### src/rtl/freq_meas_pkg.sv
// Shared types and default widths for the frequency-measurement sequencer.
package freq_meas_pkg;

  localparam int unsigned CNT_W_DEF  = 34;
  localparam int unsigned GATE_W_DEF = 32;

  typedef enum logic [2:0] {
    StIdle,
    StClear,
    StGate,
    StWaitCalc,
    StLatch
  } meas_state_t;

endpackage

### src/rtl/gate_timer.sv
// Loadable down-counter that times the preset gate; done while the count is 1.
module gate_timer #(
  parameter int unsigned GATE_W = 32
) (
  input  logic              clk_i,
  input  logic              rst_i,
  input  logic              load_i,
  input  logic              en_i,
  input  logic [GATE_W-1:0] load_val_i,
  output logic              done_o
);

  logic [GATE_W-1:0] cnt_d, cnt_q;

  always_comb begin
    cnt_d = cnt_q;
    if (load_i) begin
      // A zero length still produces a single gate cycle.
      cnt_d = (load_val_i == '0) ? GATE_W'(1) : load_val_i;
    end else if (en_i && (cnt_q > GATE_W'(1))) begin
      cnt_d = cnt_q - GATE_W'(1);
    end
  end

  always_ff @(posedge clk_i) begin
    if (rst_i) begin
      cnt_q <= '0;
    end else begin
      cnt_q <= cnt_d;
    end
  end

  assign done_o = (cnt_q == GATE_W'(1));

endmodule

### src/rtl/freq_meas_ctrl.sv
// Reciprocal-counter measurement sequencer: clear, gate, wait for calc_flag,
// then latch the count pair for the readout path with valid/ack handshake.
module freq_meas_ctrl
  import freq_meas_pkg::*;
#(
  parameter int unsigned CNT_W       = CNT_W_DEF,
  parameter int unsigned GATE_W      = GATE_W_DEF,
  parameter int unsigned TIMEOUT_CYC = 54_000_000
) (
  input  logic              sys_clk,
  input  logic              sys_rst,
  input  logic              start,
  input  logic              abort,
  input  logic              cfg_continuous,
  input  logic [GATE_W-1:0] cfg_gate_len,
  input  logic              calc_flag,
  input  logic [CNT_W-1:0]  stand_cnt,
  input  logic [CNT_W-1:0]  test_cnt,
  input  logic              res_ack,
  output logic              cnt_clr,
  output logic              gate_en,
  output logic              busy,
  output logic [CNT_W-1:0]  res_stand,
  output logic [CNT_W-1:0]  res_test,
  output logic              res_valid,
  output logic              res_overrun,
  output logic              timeout_err
);

  localparam int unsigned      TMO_W   = $clog2(TIMEOUT_CYC + 1);
  localparam logic [TMO_W-1:0] TMO_MAX = TMO_W'(TIMEOUT_CYC);

  meas_state_t      state_d, state_q;
  logic             calc_q;
  logic [TMO_W-1:0] tmo_d, tmo_q;
  logic             valid_d, valid_q;
  logic             overrun_d, overrun_q;
  logic             timeout_d, timeout_q;
  logic [CNT_W-1:0] stand_d, stand_q;
  logic [CNT_W-1:0] test_d, test_q;
  logic             calc_rise;
  logic             tmo_hit;
  logic             timer_load;
  logic             timer_done;

  gate_timer #(
    .GATE_W (GATE_W)
  ) u_gate_timer (
    .clk_i      (sys_clk),
    .rst_i      (sys_rst),
    .load_i     (timer_load),
    .en_i       (state_q == StGate),
    .load_val_i (cfg_gate_len),
    .done_o     (timer_done)
  );

  assign calc_rise = calc_flag & ~calc_q;

  // Held at zero outside WAIT_CALC so every wait starts from a fresh count.
  always_comb begin
    tmo_d = '0;
    if (state_q == StWaitCalc) begin
      tmo_d = (tmo_q == TMO_MAX) ? tmo_q : tmo_q + TMO_W'(1);
    end
  end

  assign tmo_hit = (state_q == StWaitCalc) && (tmo_d == TMO_MAX);

  always_comb begin
    state_d   = state_q;
    valid_d   = valid_q;
    overrun_d = overrun_q;
    timeout_d = timeout_q;
    stand_d   = stand_q;
    test_d    = test_q;

    if (res_ack) begin
      valid_d = 1'b0;
    end

    if (abort) begin
      state_d = StIdle;
    end else begin
      unique case (state_q)
        StIdle: begin
          if (start) begin
            state_d   = StClear;
            timeout_d = 1'b0;
            overrun_d = 1'b0;
          end
        end
        StClear: state_d = StGate;
        StGate: begin
          if (timer_done) state_d = StWaitCalc;
        end
        StWaitCalc: begin
          if (calc_rise) begin
            state_d = StLatch;
          end else if (tmo_hit) begin
            timeout_d = 1'b1;
            state_d   = cfg_continuous ? StClear : StIdle;
          end
        end
        StLatch: begin
          // An ack in this cycle frees the slot for the new result.
          if (!valid_q || res_ack) begin
            stand_d = stand_cnt;
            test_d  = test_cnt;
            valid_d = 1'b1;
          end else begin
            overrun_d = 1'b1;
          end
          state_d = cfg_continuous ? StClear : StIdle;
        end
        default: state_d = StIdle;
      endcase
    end
  end

  assign timer_load = (state_d == StClear);

  always_ff @(posedge sys_clk) begin
    if (sys_rst) begin
      state_q   <= StIdle;
      calc_q    <= 1'b0;
      tmo_q     <= '0;
      valid_q   <= 1'b0;
      overrun_q <= 1'b0;
      timeout_q <= 1'b0;
      stand_q   <= '0;
      test_q    <= '0;
    end else begin
      state_q   <= state_d;
      calc_q    <= calc_flag;
      tmo_q     <= tmo_d;
      valid_q   <= valid_d;
      overrun_q <= overrun_d;
      timeout_q <= timeout_d;
      stand_q   <= stand_d;
      test_q    <= test_d;
    end
  end

  assign cnt_clr     = (state_q == StClear);
  assign gate_en     = (state_q == StGate);
  assign busy        = (state_q != StIdle);
  assign res_stand   = stand_q;
  assign res_test    = test_q;
  assign res_valid   = valid_q;
  assign res_overrun = overrun_q;
  assign timeout_err = timeout_q;

endmodule

### config.mk
export PLATFORM = sky130hd
export DESIGN_NAME = freq_meas_ctrl
export DESIGN_NICKNAME = d
export VERILOG_FILES = /design/src/rtl/freq_meas_pkg.sv /design/src/rtl/gate_timer.sv /design/src/rtl/freq_meas_ctrl.sv
export SDC_FILE = /design/constraint.sdc
export NUM_CORES = 1
export LEC_CHECK = 0
export CELL_PAD_IN_SITES_DETAIL_PLACEMENT = 1
export CELL_PAD_IN_SITES_GLOBAL_PLACEMENT = 1
export CORE_UTILIZATION = 35
export CTS_BUF_LIST = sky130_fd_sc_hd__clkbuf_4 sky130_fd_sc_hd__clkbuf_8
export DETAILED_ROUTE_END_ITERATION = 8
export HOLD_SLACK_MARGIN = 0.02
export PLACE_DENSITY = 0.83
export SETUP_SLACK_MARGIN = 0.3
export SLEW_MARGIN = 30
export SYNTH_ARGS = -nofsm -noshare
export SYNTH_HDL_FRONTEND = slang
export SYNTH_SLANG_ARGS = --single-unit
### constraint.sdc
create_clock -name sys_clk -period 3.75 [get_ports sys_clk]
set_input_delay 0.75 -clock sys_clk [delete_from_list [all_inputs] [get_ports sys_clk]]
set_output_delay 0.75 -clock sys_clk [all_outputs]
set_load 0.03 [all_outputs]
# [Word level (Yosys, flattened, before mapping)]
# Cells that the tools add are included.
[word_totals] regBits=133 inputBits=107 output_inout_bits=74 elab_cells=62
[classes] n_addsub=2 magnitude_cmp=1 n_eq_ne=12 mux=22 bitwise=3 reduce_logical=13
[ops] op="32-bit two-way mux" count=3
[ops] op="26-bit == test, second input constant" count=2
[ops] op="26-bit two-way mux" count=2
[ops] op="32-bit by 1-bit == test with 1-bit output, second input constant" count=1
[ops] op="32-bit by 1-bit greater-than comparator with 1-bit output, second input constant" count=1
[ops] op="32-bit zero test" count=1
[ops] op="32-bit by 1-bit subtractor with 32-bit output, second input constant" count=1
[ops] op="26-bit by 1-bit adder with 26-bit output, second input constant" count=1
[ops] op="3-bit two-way mux" count=5
[ops] op="3-bit case mux with 5 select lines" count=1
[ops] op="1-bit two-way mux" count=9
[ops] op="2-bit inequality test, second input constant" count=4
[ops] op="3-bit by 1-bit == test with 1-bit output, second input constant" count=2
[ops] op="3-bit by 2-bit == test with 1-bit output, second input constant" count=2
[ops] op="2-bit nonzero test" count=3
[ops] op="5-bit AND reduction" count=1
[ops] op="1-bit case mux with 2 select lines" count=2
[ops] op="4-bit AND reduction" count=1
[ops] op="3-bit == test, second input constant" count=1
[ops] op="3-bit zero test" count=1
[ops] op="3-bit AND reduction" count=1
[ops] op="3-bit nonzero test" count=1
[ops] op="1-bit logical AND" count=2
[ops] op="1-bit inverter" count=2
[ops] op="3 further kinds" count=3

# [Depth between registers and ports, before layout]
# Gate-level depths: netlist of run 1.
[logic_depth] word_depth=11 depth_mapped=13 ltp_nobuf=11

# [Hierarchy]
# Synthesis of run 1 repeated with hierarchy kept, for this count alone.
[unflattened] hier_cells=802 hier_area_um2=6348.6
[modules_own_cells] mod="freq_meas_ctrl" n_inst=1 cells_per_inst=531 area_per_inst_um2=4219.0
[modules_own_cells] mod="gate_timer" n_inst=1 cells_per_inst=271 area_per_inst_um2=2129.5

# [Least setup slack after synthesis of run 1]
# OpenSTA, ideal clock, no wires.
[synth_timing] path_kind="register to register" from="reg tmo_q[7]" to="reg u_gate_timer.cnt_q[14]" setup_time_ps=103 t_arrival_ps=3200 required_ps=3647 setup_slack_ps=447 stages_incl_launch_ff=12 path_buffers=2 path_cell_list="dfxtp_1 clkbuf_1 nand3_1 or4_1 nor3_1 mux2_2 nor4_1 nand4_2 a211o_1 buf_6 a21o_1 a2111oi_2"
[synth_between] elab_chain_cells=11
[synth_lines] item="from (decl)" line="freq_meas_ctrl.sv:35" source="logic [TMO_W-1:0] tmo_d, tmo_q;"
[synth_lines] item="from (signal assigned)" line="freq_meas_ctrl.sv:135" source="tmo_q <= tmo_d;"
[synth_lines] item="26-bit by 1-bit adder with 26-bit output / 26-bit == test (equally long branches)" line="freq_meas_ctrl.sv:63" source="tmo_d = (tmo_q == TMO_MAX) ? tmo_q : tmo_q + TMO_W'(1);"
[synth_lines] item="26-bit two-way mux *" line="freq_meas_ctrl.sv:63"
[synth_lines] item="26-bit two-way mux *" line="freq_meas_ctrl.sv:62" source="if (state_q == StWaitCalc) begin"
[synth_lines] item="26-bit == test *" line="freq_meas_ctrl.sv:67" source="assign tmo_hit = (state_q == StWaitCalc) && (tmo_d == TMO_MAX);"
[synth_lines] item="1-bit logical AND *" line="freq_meas_ctrl.sv:67"
[synth_lines] item="3-bit two-way mux *" line="freq_meas_ctrl.sv:99" source="end else if (tmo_hit) begin"
[synth_lines] item="3-bit two-way mux *" line="freq_meas_ctrl.sv:97" source="if (calc_rise) begin"
[synth_lines] item="3-bit case mux with 5 select lines *" line="freq_meas_ctrl.sv:84" source="unique case (state_q)"
[synth_lines] item="3-bit two-way mux *" line="freq_meas_ctrl.sv:81" source="if (abort) begin"
[synth_lines] item="3-bit by 1-bit == test with 1-bit output *" line="freq_meas_ctrl.sv:120" source="assign timer_load = (state_d == StClear);"
[synth_lines] item="32-bit two-way mux / 2-bit nonzero test (equally long branches)"
[synth_lines] item="to (signal assigned)" line="gate_timer.sv:29" source="cnt_q <= cnt_d;"
[synth_lines] item="to (decl)" line="gate_timer.sv:13" source="logic [GATE_W-1:0] cnt_d, cnt_q;"
# Mark *: on every way between the ends. The rest lies on a longest branch, timed or not.
# A chain may end at the register's enable or synchronous reset.

# [Final worst setup path of run 1]
[layout_timing] from="reg tmo_q[1]" to="reg u_gate_timer.cnt_q[0]"
# The elaborated chain is that of the path after synthesis.

==> results of run 1 <==
-- registers in the layout, indices dropped and copies added, names as in the netlist --
| register | count |
|---|---|
| calc_q | 1 |
| state_q | 3 |
| timeout_err | 1 |
| tmo_q | 26 |
| res_stand | 34 |
| res_valid | 1 |
| res_overrun | 1 |
| res_test | 34 |
| u_gate_timer.cnt_q | 32 |
-- cells by family (layout without fill, tap and decap cells) --
family | count (synthesis) | after routing | synth area share
simple gates | 375 | 375 | 0.300
flops | 133 | 133 | 0.444
fa+ha+maj | 5 | 5 | 0.0100
xor+xnor | 47 | 47 | 0.0686
compound gates | 130 | 130 | 0.139
buf+inv | 51 | 234 | 0.0340
mux | 3 | 3 | 0.00542
-- worst min path at each step --
stage	startpoint	end
6_report	res_stand[24]	res_stand[24]
5_1_grt	res_stand[29]	res_stand[29]
4_1_cts	res_stand[0]	res_stand[0]
3_5_place_dp	res_test[18]	res_test[18]
3_3_place_gp	res_test[16]	res_test[16]
2_1_floorplan	state_q[0]	state_q[1]
-- power breakdown --
group	internal [W]	total, W	switching [W]	leakage, nW
registers	0.00144	0.00146	0.0000275	1.08
logic	0.000167	0.000308	0.000141	1.50
clock network	0.000788	0.00137	0.000585	0.230
total	0.00239	0.00315	0.000754	2.81
-- per-layer routing --
metal  vias to the layer above  track usage
met1                      2794        0.260
met4                         0       0.0856
met5                         -            0
li1                       2917            -
met3                        35       0.0490
met2                       150        0.368
-- per-stage QoR --
stage	cells	total power [W]	instance area (um^2)
2_1_floorplan	744	0.00163	6000
3_3_place_gp	1113	0.00179	8010
3_5_place_dp	1113	0.00180	8010
4_1_cts	1146	0.00318	8480
5_1_grt	1147	0.00327	8540
6_report	1147	0.00315	8540
-- cell usage in the layout (no fill, tap or decap), types with 3 or more instances in the layout --
| cell type | n |
|---|---|
| sky130_fd_sc_hd__nor2b_1 | 10 |
| sky130_fd_sc_hd__xnor2_1 | 30 |
| sky130_fd_sc_hd__and3_1 | 4 |
| sky130_fd_sc_hd__o21ai_0 | 7 |
| sky130_fd_sc_hd__nand4_1 | 13 |
| sky130_fd_sc_hd__a211oi_1 | 13 |
| sky130_fd_sc_hd__ha_1 | 3 |
| sky130_fd_sc_hd__inv_1 | 6 |
| sky130_fd_sc_hd__nand2b_1 | 8 |
| sky130_fd_sc_hd__clkinv_4 | 3 |
| sky130_fd_sc_hd__nand2_1 | 165 |
| sky130_fd_sc_hd__a31oi_1 | 4 |
| sky130_fd_sc_hd__or3_1 | 10 |
| sky130_fd_sc_hd__dfxtp_1 | 126 |
| sky130_fd_sc_hd__nor4_1 | 23 |
| sky130_fd_sc_hd__buf_4 | 16 |
| sky130_fd_sc_hd__nor3_1 | 25 |
| sky130_fd_sc_hd__or4_1 | 5 |
| sky130_fd_sc_hd__clkbuf_8 | 20 |
| sky130_fd_sc_hd__dfxtp_2 | 7 |
| sky130_fd_sc_hd__nor2_1 | 67 |
| sky130_fd_sc_hd__nand3b_1 | 3 |
| sky130_fd_sc_hd__clkdlybuf4s50_1 | 179 |
| sky130_fd_sc_hd__nand3_1 | 13 |
| sky130_fd_sc_hd__bufinv_16 | 4 |
| sky130_fd_sc_hd__xor2_1 | 17 |
| sky130_fd_sc_hd__a21oi_1 | 78 |
| sky130_fd_sc_hd__nor3b_1 | 5 |
| sky130_fd_sc_hd__a221o_1 | 6 |
-- worst max-delay path: cells and delay by family, from the launching register on --
kind / cells / cell delay, ns
buffers and inverters: 1 / 0.21
and+or+nand+nor: 6 / 1.29
DFF: 1 / 0.39
adders and majority gates: 1 / 0.24
AOI/OAI and AO/OA: 2 / 0.62
muxes: 1 / 0.39
-- area by class of cell --
cell class                      instances  area share
Inverter                                6     0.00264
Sequential cell                       133       0.313
Clock inverter                         11      0.0202
Timing Repair Buffer                  196       0.225
Multi-Input combinational cell        560       0.373
Tap cell                              220      0.0322
Clock buffer                           21      0.0331
-- timing repair --
item,CTS,global route
buffers inserted,1,1
endpoints found under the setup margin,27,32
endpoints found under the hold margin,0,0
gates resized for setup,3,13
pin swaps,1,4
gates cloned,0,0
==> run summary, run 1 <==
After clock tree synthesis, the clock-pin slew on the worst setup and hold paths is 0.08 ns. The overall routing resource usage came out at 0.215. The post-detailed-routing wire length came out at 18800 um. The number of placed I/O pins came out at 181. Detailed placement ended at an HPWL of 13300 um. The most used flip-flop cell after synthesis is sky130_fd_sc_hd__dfxtp_1.

The overall die area came out at 17700 um^2. 0 antenna diodes ended up in the layout. The highest clock rate came out at 307 MHz. At the worst endpoint, the required time is 4.07 ns. The final count of hold timing violations is 0. The synthesis-stage register bit count came out at 133. Compared with the post-synthesis result, the final layout area differs by 42.2%.

The post-route clock period utilization is 0.870. Yosys attributes the largest share of cell area to sky130_fd_sc_hd__dfxtp_1 44%, sky130_fd_sc_hd__nand2_1 10%, sky130_fd_sc_hd__a21oi_1 6.5%. The area taken by multi-input logic gates is 3190 um^2. The final-report max-slew violation count is 0. The total grt overflow is 0. The number of nets in the synthesized netlist is 855. The final critical delay including setup and external delays is 3.26 ns. The worst reg-to-reg setup slack came out at 0.49 ns. The placeable core area is 16600 um^2. The part of the Yosys area used for sequential elements came out at 0.444. Setup repair after global routing left no endpoint under its margin. The endpoint of the worst register-to-register path is u_gate_timer.cnt_q[0].

Dividing total power by cell area gives a power density of 369 nW/um^2. The origin of the critical flop-to-flop path is tmo_q[1]. The signal arrival time at the worst endpoint is 3.58 ns.

The area share of the largest cell type after synthesis is 0.444. Max-cap violations in this run came to 0. The tree is rooted in a sky130_fd_sc_hd__clkbuf_8. The number of setup violations in the final report came out at 0. The critical path goes through ha_2 -> nand2_1 -> or4_4 -> nor3_2 -> mux2_2 -> nor4_4 -> nand4_2 -> a211o_4 -> buf_4 -> a32oi_1 -> nor2_1. In this run the number of H-tree levels came out at 4. The source-to-sink clock delay at the later pin of the worst-skew pair is 0.45 ns.

Timing analysis after detailed placement gives a worst setup slack of 0.264 ns. The vertical die dimension is 133 um. The count of standard-cell rows came out at 47. The leakage component of the power came out at 2.81 nW. By startpoint and endpoint, the worst setup path is classified as reg -> reg. The remaining antenna violation count after routing came out at 0. The critical path starts at tmo_q[1]. On the final layout, the worst hold slack is 0.455 ns. STA classifies the critical path startpoint as a flop. Registers take 2670 um^2.

Summed over all instances, the cell type with the most area after synthesis is sky130_fd_sc_hd__dfxtp_1. On the critical path, the stage with the largest delay is an instance of sky130_fd_sc_hd__or4_4. The layout net count is 1025. The initial antenna violation count is 0. The final worst clock skew is 0.0156 ns. TritonCTS created 17 clock buffers. The initial cell density of the core came out at 0.361.

The weighted congestion reported at the end of routability-driven placement came out at 0.840. The share of post-route cells with drive strength above 1 is 0.0885. The clock sink count came out at 133. The stage delay of the slowest cell on the critical path is 0.45 ns.

The number of buffers added to fix hold violations after cts came out at 0. The via count of the first global-routing pass is 6008. The largest net degree at the start of global routing came out at 69.

The worst hold path passes through 2 cells. The average size of a mapped cell came out at 8.07 um^2. In this run the horizontal extent of the chip is 133 um.

In the post-route analysis, the smallest setup slack over all paths is 0.489 ns. Of all nets on the critical path, the largest fanout is 18. The setup TNS is 0 ns. The transition time at the pin with the least slew margin came out at 0.754 ns. The cell area that synthesis handed to floorplanning was 6000 um^2. The class of the worst hold path is reg -> reg.

The distinct cell type count of the synthesized netlist came out at 61. Port buffering added 180 buffers. The average detailed-routed wire length per instance is 16.4 um.

The via count is 5896. The commonest cells after synthesis are 165 x sky130_fd_sc_hd__nand2_1, 133 x sky130_fd_sc_hd__dfxtp_1, 78 x sky130_fd_sc_hd__a21oi_1, 68 x sky130_fd_sc_hd__nor2_1, 37 x sky130_fd_sc_hd__clkbuf_1. Synthesis produced a netlist whose cell count is 744. sky130_fd_sc_hd__nand2_1 is the most common cell in the netlist. Signal routing reaches up to met4.

The share of the core filled with cells came out at 0.513. The detail-routed via count per cell is 5.14. The count of filler cells inserted in the layout is 1975.

The total DRC errors in the routed layout came out at 0. The flow ran to the end, and the final reports show no timing, DRC or antenna violations. The deepest clock path buffer count came out at 2. The yosys synthesis warning count is 0. The critical path endpoint is u_gate_timer.cnt_q[0]. The wire length the detailed router placed on met1 is 8250 um. The count of flip-flops with a built-in enable after synthesis is 0. The DRC marker count from the first detailed-route iteration came out at 209.

The worst-case reg-to-reg path depth is 11. Measured against its own limit, the worst slew margin works out to 0.497. The first-pass GRT wire length is 30300 um.

Detailed routing placed a total of 813 um of wire on met3. The post-synthesis async set-or-reset flop share came out at 0. The number of iterations in the first detailed-routing pass came out at 4. The met2 wire length is 9220 um. The worst-case IR drop observed on VDD is 237 uV. TritonCTS built the clock tree. The worst setup path is captured at a flop.
Power figures use the tool's default switching activity.
==> inputs of run 2 (changes only) <==
Settings changed: ABC_CLOCK_PERIOD_IN_PS set to 3750, CORE_ASPECT_RATIO set to 2, PLACE_DENSITY 0.83 to 0.85.
==> run summary, run 2 (same netlist as run 1, synthesis figures left out) <==
After detailed routing, the total wire length is 20400 um. The vertical die dimension came out at 187 um. The number of placed I/O pins is 181. The weighted congestion reported at the end of routability-driven placement came out at 0.831. The maximum level of the CTS H-tree is 4.

The internal portion of the total power is 0.00239 W. Between clock sinks in the finished design, the worst skew comes to 0.00997 ns. The total CTS buffers is 17. Data on the critical path arrives at its endpoint at 3.57 ns.

The initial antenna violation count came to 0. Setup total negative slack on the finished layout was measured at 0 ns. The area taken by multi-input logic gates is 3200 um^2. The clock net in this run drives a total of 133 sinks.

The sequential group share of total power came out at 0.470. In the final routed layout, each cell accounts on average for 17.9 um. The HPWL reported at the end of detailed placement came out at 15100 um. The worst register-to-register path begins at tmo_q[4]. The worst setup path is launched from a flop. The count of nets left with antenna violations once routing finished came out at 0. The largest driver fanout on the critical path is 20.

The number of buffers added on ports is 180. TritonCTS built the clock tree. The post-route clock period utilization came out at 0.874. The number of setup violations in the final report came out at 0. The footprint of the flip-flops and latches came out at 2670 um^2. The worst setup path is captured at a flop. Subtracting the final worst setup slack from the clock period gives 3.28 ns. The required time reported for the critical path endpoint is 4.04 ns. The highest clock rate came out at 305 MHz. The relative slew slack came out at 0.458. The tree is rooted in a sky130_fd_sc_hd__clkbuf_8.

The transition time at the pin with the least slew margin is 0.806 ns. The deepest clock path buffer count came out at 2. The clock reaches the later pin of the worst-skew pair after 0.44 ns. The overall die area came out at 17700 um^2. The flow ran to the end, and the final reports show no timing, DRC or antenna violations. The leakage component of the power is 2.85 nW. 0 antenna diodes ended up in the layout. For this run, the total global-route usage over all layers was measured as 0.237.

The area growth from synthesis to final layout is 42.2%. The endpoint of the worst register-to-register path is u_gate_timer.cnt_q[9]. In the layout the commonest cells are 179 x sky130_fd_sc_hd__clkdlybuf4s50_1, 165 x sky130_fd_sc_hd__nand2_1, 126 x sky130_fd_sc_hd__dfxtp_1. The count of filler cells inserted in the layout came out at 2000. The initial cell density of the core is 0.358. The final-report max-slew violation count is 0. The total DRC errors in the routed layout came out at 0. The count of standard-cell rows is 67. In this run the worst setup path terminates at u_gate_timer.cnt_q[9].

The combinational share of power is 0.100. The final count of hold timing violations is 0. The worst-case reg-to-reg path depth is 11. The switching power share of the total came out at 0.233. The number of iterations in the first detailed-routing pass is 4. The first-pass GRT wire length is 32300 um. Max-cap violations in this run came to 0. Tracing the worst setup path back leads to its startpoint at tmo_q[4].

The detail-routed via count per cell is 5.32. In this run the standard cell core region covers 16800 um^2. The commonest non-fill, non-tap cell in the layout is sky130_fd_sc_hd__clkdlybuf4s50_1.

The critical path is of the reg -> reg type. The total grt overflow is 0. Entering global routing, the biggest net connects 71 pins. The class of the worst hold path is reg -> reg.

At the end of the flow, the number of nets in the layout was 1029. The post-CTS clock slew at the launch and capture registers of the worst setup and hold paths is 0.07 ns. The worst reg-to-reg setup slack came out at 0.47 ns. The share of power burned in the clock network came out at 0.430.

The maximum vdd ir drop came out at 238 uV. The width of the die is 94.6 um. The total placed instance area is 8020 um^2. The areal power density over the cells came out at 365 nW/um^2. The area of all placed cells without fillers came out at 8540 um^2.

The share of post-route cells with drive strength above 1 is 0.0914. The total net switching power came out at 0.000725 W. The via count of the first global-routing pass is 6523. After the first detailed-routing iteration, the DRC count stood at 162. Setup repair after global routing left no endpoint under its margin. The via count is 6054.
-- run 2: layout make-up --
| type | count | area share |
|---|---|---|
| Sequential cell | 133 | 0.313 |
| Clock buffer | 22 | 0.0340 |
| Tap cell | 207 | 0.0303 |
| Clock inverter | 9 | 0.0176 |
| Inverter | 6 | 0.00264 |
| Multi-Input combinational cell | 560 | 0.374 |
| Timing Repair Buffer | 200 | 0.228 |
-- run 2: metrics by stage --
step | utilization | total power [W] | worst slack (ns) | hold WS (ns) | std cells
4_1_cts | 0.506 | 0.00315 | 0.308 | 0.459 | 1136
2_1_floorplan | - | 0.00163 | 0.447 | 0.475 | 744
6_report | 0.509 | 0.00312 | 0.471 | 0.456 | 1137
3_5_place_dp | 0.479 | 0.00180 | 0.0891 | 0.448 | 1104
5_1_grt | 0.509 | 0.00325 | 0.311 | 0.478 | 1137
3_3_place_gp | 0.478 | 0.00180 | 0.226 | 0.440 | 1104
-- run 2: power groups by stage --
stage | clock network [W] | logic (W) | registers (W)
floorplan | 0 | 0.000143 | 0.00149
global placement | 0 | 0.000301 | 0.00150
detailed placement | 0 | 0.000305 | 0.00150
CTS | 0.00137 | 0.000311 | 0.00146
global route | 0.00144 | 0.000335 | 0.00147
finish | 0.00134 | 0.000312 | 0.00147
-- run 2: metal layers --
metal | track usage | part of all wire | up-vias
li1 | - | - | 2926
met1 | 0.218 | 0.34 | 2874
met2 | 0.444 | 0.56 | 184
met3 | 0.0549 | 0.045 | 70
met4 | 0.150 | 0.056 | 0
met5 | 0 | 0 | -
-- run 2: how the worst min path moves through the flow --
| stage | startpoint | end | slack, ns | cells after the start |
|---|---|---|---|---|
| finish | res_test[32] | res_test[32] | 0.46 | 2 |
| global route | res_stand[0] | res_stand[0] | 0.48 | 2 |
| CTS | res_stand[23] | res_stand[23] | 0.46 | 2 |
| detailed placement | res_stand[23] | res_stand[23] | 0.45 | 2 |
| global placement | res_stand[14] | res_stand[14] | 0.44 | 2 |
| floorplan | state_q[0] | state_q[1] | 0.48 | 1 |
-- run 2: worst max-delay path: stages (launching register included) --
cell	delay, ns
sky130_fd_sc_hd__dfxtp_2	0.40
sky130_fd_sc_hd__nand3_2	0.17
sky130_fd_sc_hd__or4_1	0.60
sky130_fd_sc_hd__buf_4	0.19
sky130_fd_sc_hd__nor3_1	0.25
sky130_fd_sc_hd__xor2_1	0.20
sky130_fd_sc_hd__and4_1	0.22
sky130_fd_sc_hd__nand4_2	0.18
sky130_fd_sc_hd__a211o_4	0.44
sky130_fd_sc_hd__buf_4	0.23
sky130_fd_sc_hd__nand4b_1	0.11
sky130_fd_sc_hd__o311ai_0	0.14
-- run 2: repair_timing --
item | CTS | global route
endpoints found under the setup margin | 31 | 29
resized for setup | 5 | 11
pin swaps | 1 | 2
hold buffers | 0 | 0
setup buffers | 1 | 1
==> inputs of run 3 (changes only) <==
Settings changed: ABC_CLOCK_PERIOD_IN_PS 3750 to 2800, CORE_UTILIZATION 35 to 32, PLACE_DENSITY 0.85 to 0.82.
Clock period 3.75 ns to 2.8 ns, I/O delays scaled along.
==> run summary, run 3 (same netlist as run 1, synthesis figures left out) <==
The flow ran to the end, but the final reports show violations. The checks that failed: negative setup slack. The worst setup path is launched from a flop.

The detail-routed via count per cell came out at 5.29. The filler cells instantiated in the layout total 2126. Of the total power, combinational logic draws 0.119. The total CTS buffers came out at 17. Traced cell by cell, the critical path runs through ha_4 -> nand2_2 -> or4_4 -> nor3_4 -> mux2_4 -> nor4_4 -> nand4_2 -> buf_4 -> a21boi_4 -> buf_6 -> nor4b_2 -> a221o_1. The initial cell density of the core is 0.328. The sequential group share of total power is 0.480. The path class of the tightest hold or removal check is reg -> reg.

The multi-input combinational cells in the finished layout cover a total of 3350 um^2. The first detailed-routing pass took 4 iterations. The initial antenna violation count came out at 2. The required time reported for the critical path endpoint came out at 3.14 ns.

The setup TNS came out at -4.09 ns. The number of buffers added to fix hold violations after cts came out at 0. The count of standard-cell rows is 70. The post-layout worst setup margin came out at -0.232 ns. The share of power burned in the clock network came out at 0.402. After the flow finishes, the layout carries non-filler instances totaling 1216. The worst hold slack came out at 0.455 ns.

Setup violations remaining at the end of the flow were counted as 32. The areal power density over the cells came out at 442 nW/um^2. Timing would allow up to 330 MHz. The core region is 18300 um^2. The via count of the first global-routing pass is 6895. The via count is 6427. The post-route clock period utilization is 1.08. The deepest clock path buffer count came out at 2.

The library cells used most frequently in the layout, excluding fill and tap cells, are 176 x sky130_fd_sc_hd__clkdlybuf4s50_1, 164 x sky130_fd_sc_hd__nand2_1, 119 x sky130_fd_sc_hd__dfxtp_1. Setup repair after global routing could not meet its margin everywhere. The worst setup path is captured at a flop. The count of nets left with antenna violations once routing finished came out at 0. The first-pass GRT wire length came out at 35800 um. The met2 track utilization from global routing came out at 0.477. The leakage component of the power is 3.22 nW. For this design the total switching power over the nets is 0.00108 W. The overall routing resource usage came out at 0.244. The cell sitting at the root of the clock tree is a sky130_fd_sc_hd__clkbuf_8. The weighted congestion reported at the end of routability-driven placement came out at 0.930.

The total grt overflow came out at 0. In the routed design, unresolved DRC markers number 0. The average detailed-routed wire length per instance came out at 19.2 um.

The global routing stage identified its most utilized layer as met2. STA puts the critical path data arrival time at 3.37 ns. The final count of hold timing violations is 0. Once placement completed, the tool counted placed cells totaling 1171. The maximum vdd ir drop came out at 265 uV. The clock tree from TritonCTS is done. The library cell used most frequently in the layout, excluding fill and tap cells, is sky130_fd_sc_hd__clkdlybuf4s50_1.

In this run the register-to-register setup slack is -0.23 ns. In the global route stage, met3 resource usage came out at 0.0460. For this block, the routed nets add up to 23300 um of wire.

Clock-pin slew was measured on the worst setup and hold paths at 0.08 ns. The max-cap check violation count is 0. Of all nets on the critical path, the largest fanout is 5. The number of buffers added on ports came out at 180. The area growth from synthesis to final layout came out at 53.9%. The width of the die is 98.9 um. The clock sink count is 133. The final-report max-slew violation count is 0. The library cell contributing the largest single delay on the critical path is sky130_fd_sc_hd__or4_4.

181 I/O pins were placed. Internal power comes to 0.00300 W. Measured along the y axis, the die boundary spans 196 um.

The worst pin sits at a relative slew slack of 0.521. The largest net degree at the start of global routing is 69. The switching power share of the total is 0.266. The overall die area is 19300 um^2. The share of post-route cells with drive strength above 1 is 0.182. The final worst clock skew is 0.0162 ns.

The stage delay of the slowest cell on the critical path came out at 0.45 ns. The classification of the worst setup path is reg -> reg. The layout net count is 1097. For this run, global-route usage on met1 was measured as 0.222.

The sequential cells in the finished layout cover a total of 2690 um^2. Once detailed placement completed, the half-perimeter wirelength came to 16800 um. For the finished layout, the period the worst path requires is 3.03 ns. For this block, the initial DRC count from the detailed router was 221.

The transition time at the pin with the least slew margin is 0.711 ns. The maximum level of the CTS H-tree is 4. The source-to-sink clock delay at the later pin of the worst-skew pair is 0.47 ns.
-- run 3: worst paths after layout --
kind,startpoint,endpoint,cells after the start
worst max register to register,tmo_q[1],u_gate_timer.cnt_q[23],12
worst min register to register,res_test[23],res_test[23],2
worst min-delay path,res_test[23],res_test[23],2
worst max-delay path,tmo_q[1],u_gate_timer.cnt_q[23],12
-- run 3: critical path, delay by kind of cell (launching register included) --
family,cells,cell delay [ns]
buffers and inverters,2,0.33
muxes,1,0.33
adders and majority gates,1,0.15
DFF,1,0.40
AOI/OAI and AO/OA,2,0.51
and+or+nand+nor,6,1.18
-- run 3: repair_timing --
action	CTS	global route
setup endpoints to repair	38	36
gates resized for setup	37	20
pin swaps	9	1
setup buffers	7	5
-- run 3: area by class of cell --
class                      instances  area share
tap                              216      0.0292
multi-input combinational        560       0.363
clock buffer                      19      0.0276
inverter                           6     0.00298
antenna                            2    0.000542
sequential                       133       0.291
timing repair buffer             268       0.272
clock inverter                    12      0.0144
-- run 3: per-stage QoR --
stage                      util  cell area (um^2)  setup WS [ns]  total power [W]
final                     0.505              9240         -0.232          0.00408
after floorplan               -              6100         -0.171          0.00219
after global placement    0.469              8580         -0.161          0.00245
after detailed placement  0.469              8580         -0.305          0.00246
after CTS                 0.499              9130         -0.228          0.00411
after global routing      0.505              9240         -0.372          0.00423
-- run 3: metal layers --
layer / vias up / routed length (um)
li1: 3067 / -
met1: 3106 / 7850
met2: 183 / 13300
met3: 71 / 788
met4: 0 / 1340
met5: - / 0
-- run 3: power groups by stage --
| stage | clock network, W | logic [W] | registers (W) |
|---|---|---|---|
| 3_3_place_gp | 0 | 0.000446 | 0.00200 |
| 2_1_floorplan | 0 | 0.000197 | 0.00199 |
| 3_5_place_dp | 0 | 0.000456 | 0.00200 |
| 5_1_grt | 0.00176 | 0.000515 | 0.00196 |
| 4_1_cts | 0.00168 | 0.000476 | 0.00196 |
| 6_report | 0.00164 | 0.000484 | 0.00196 |
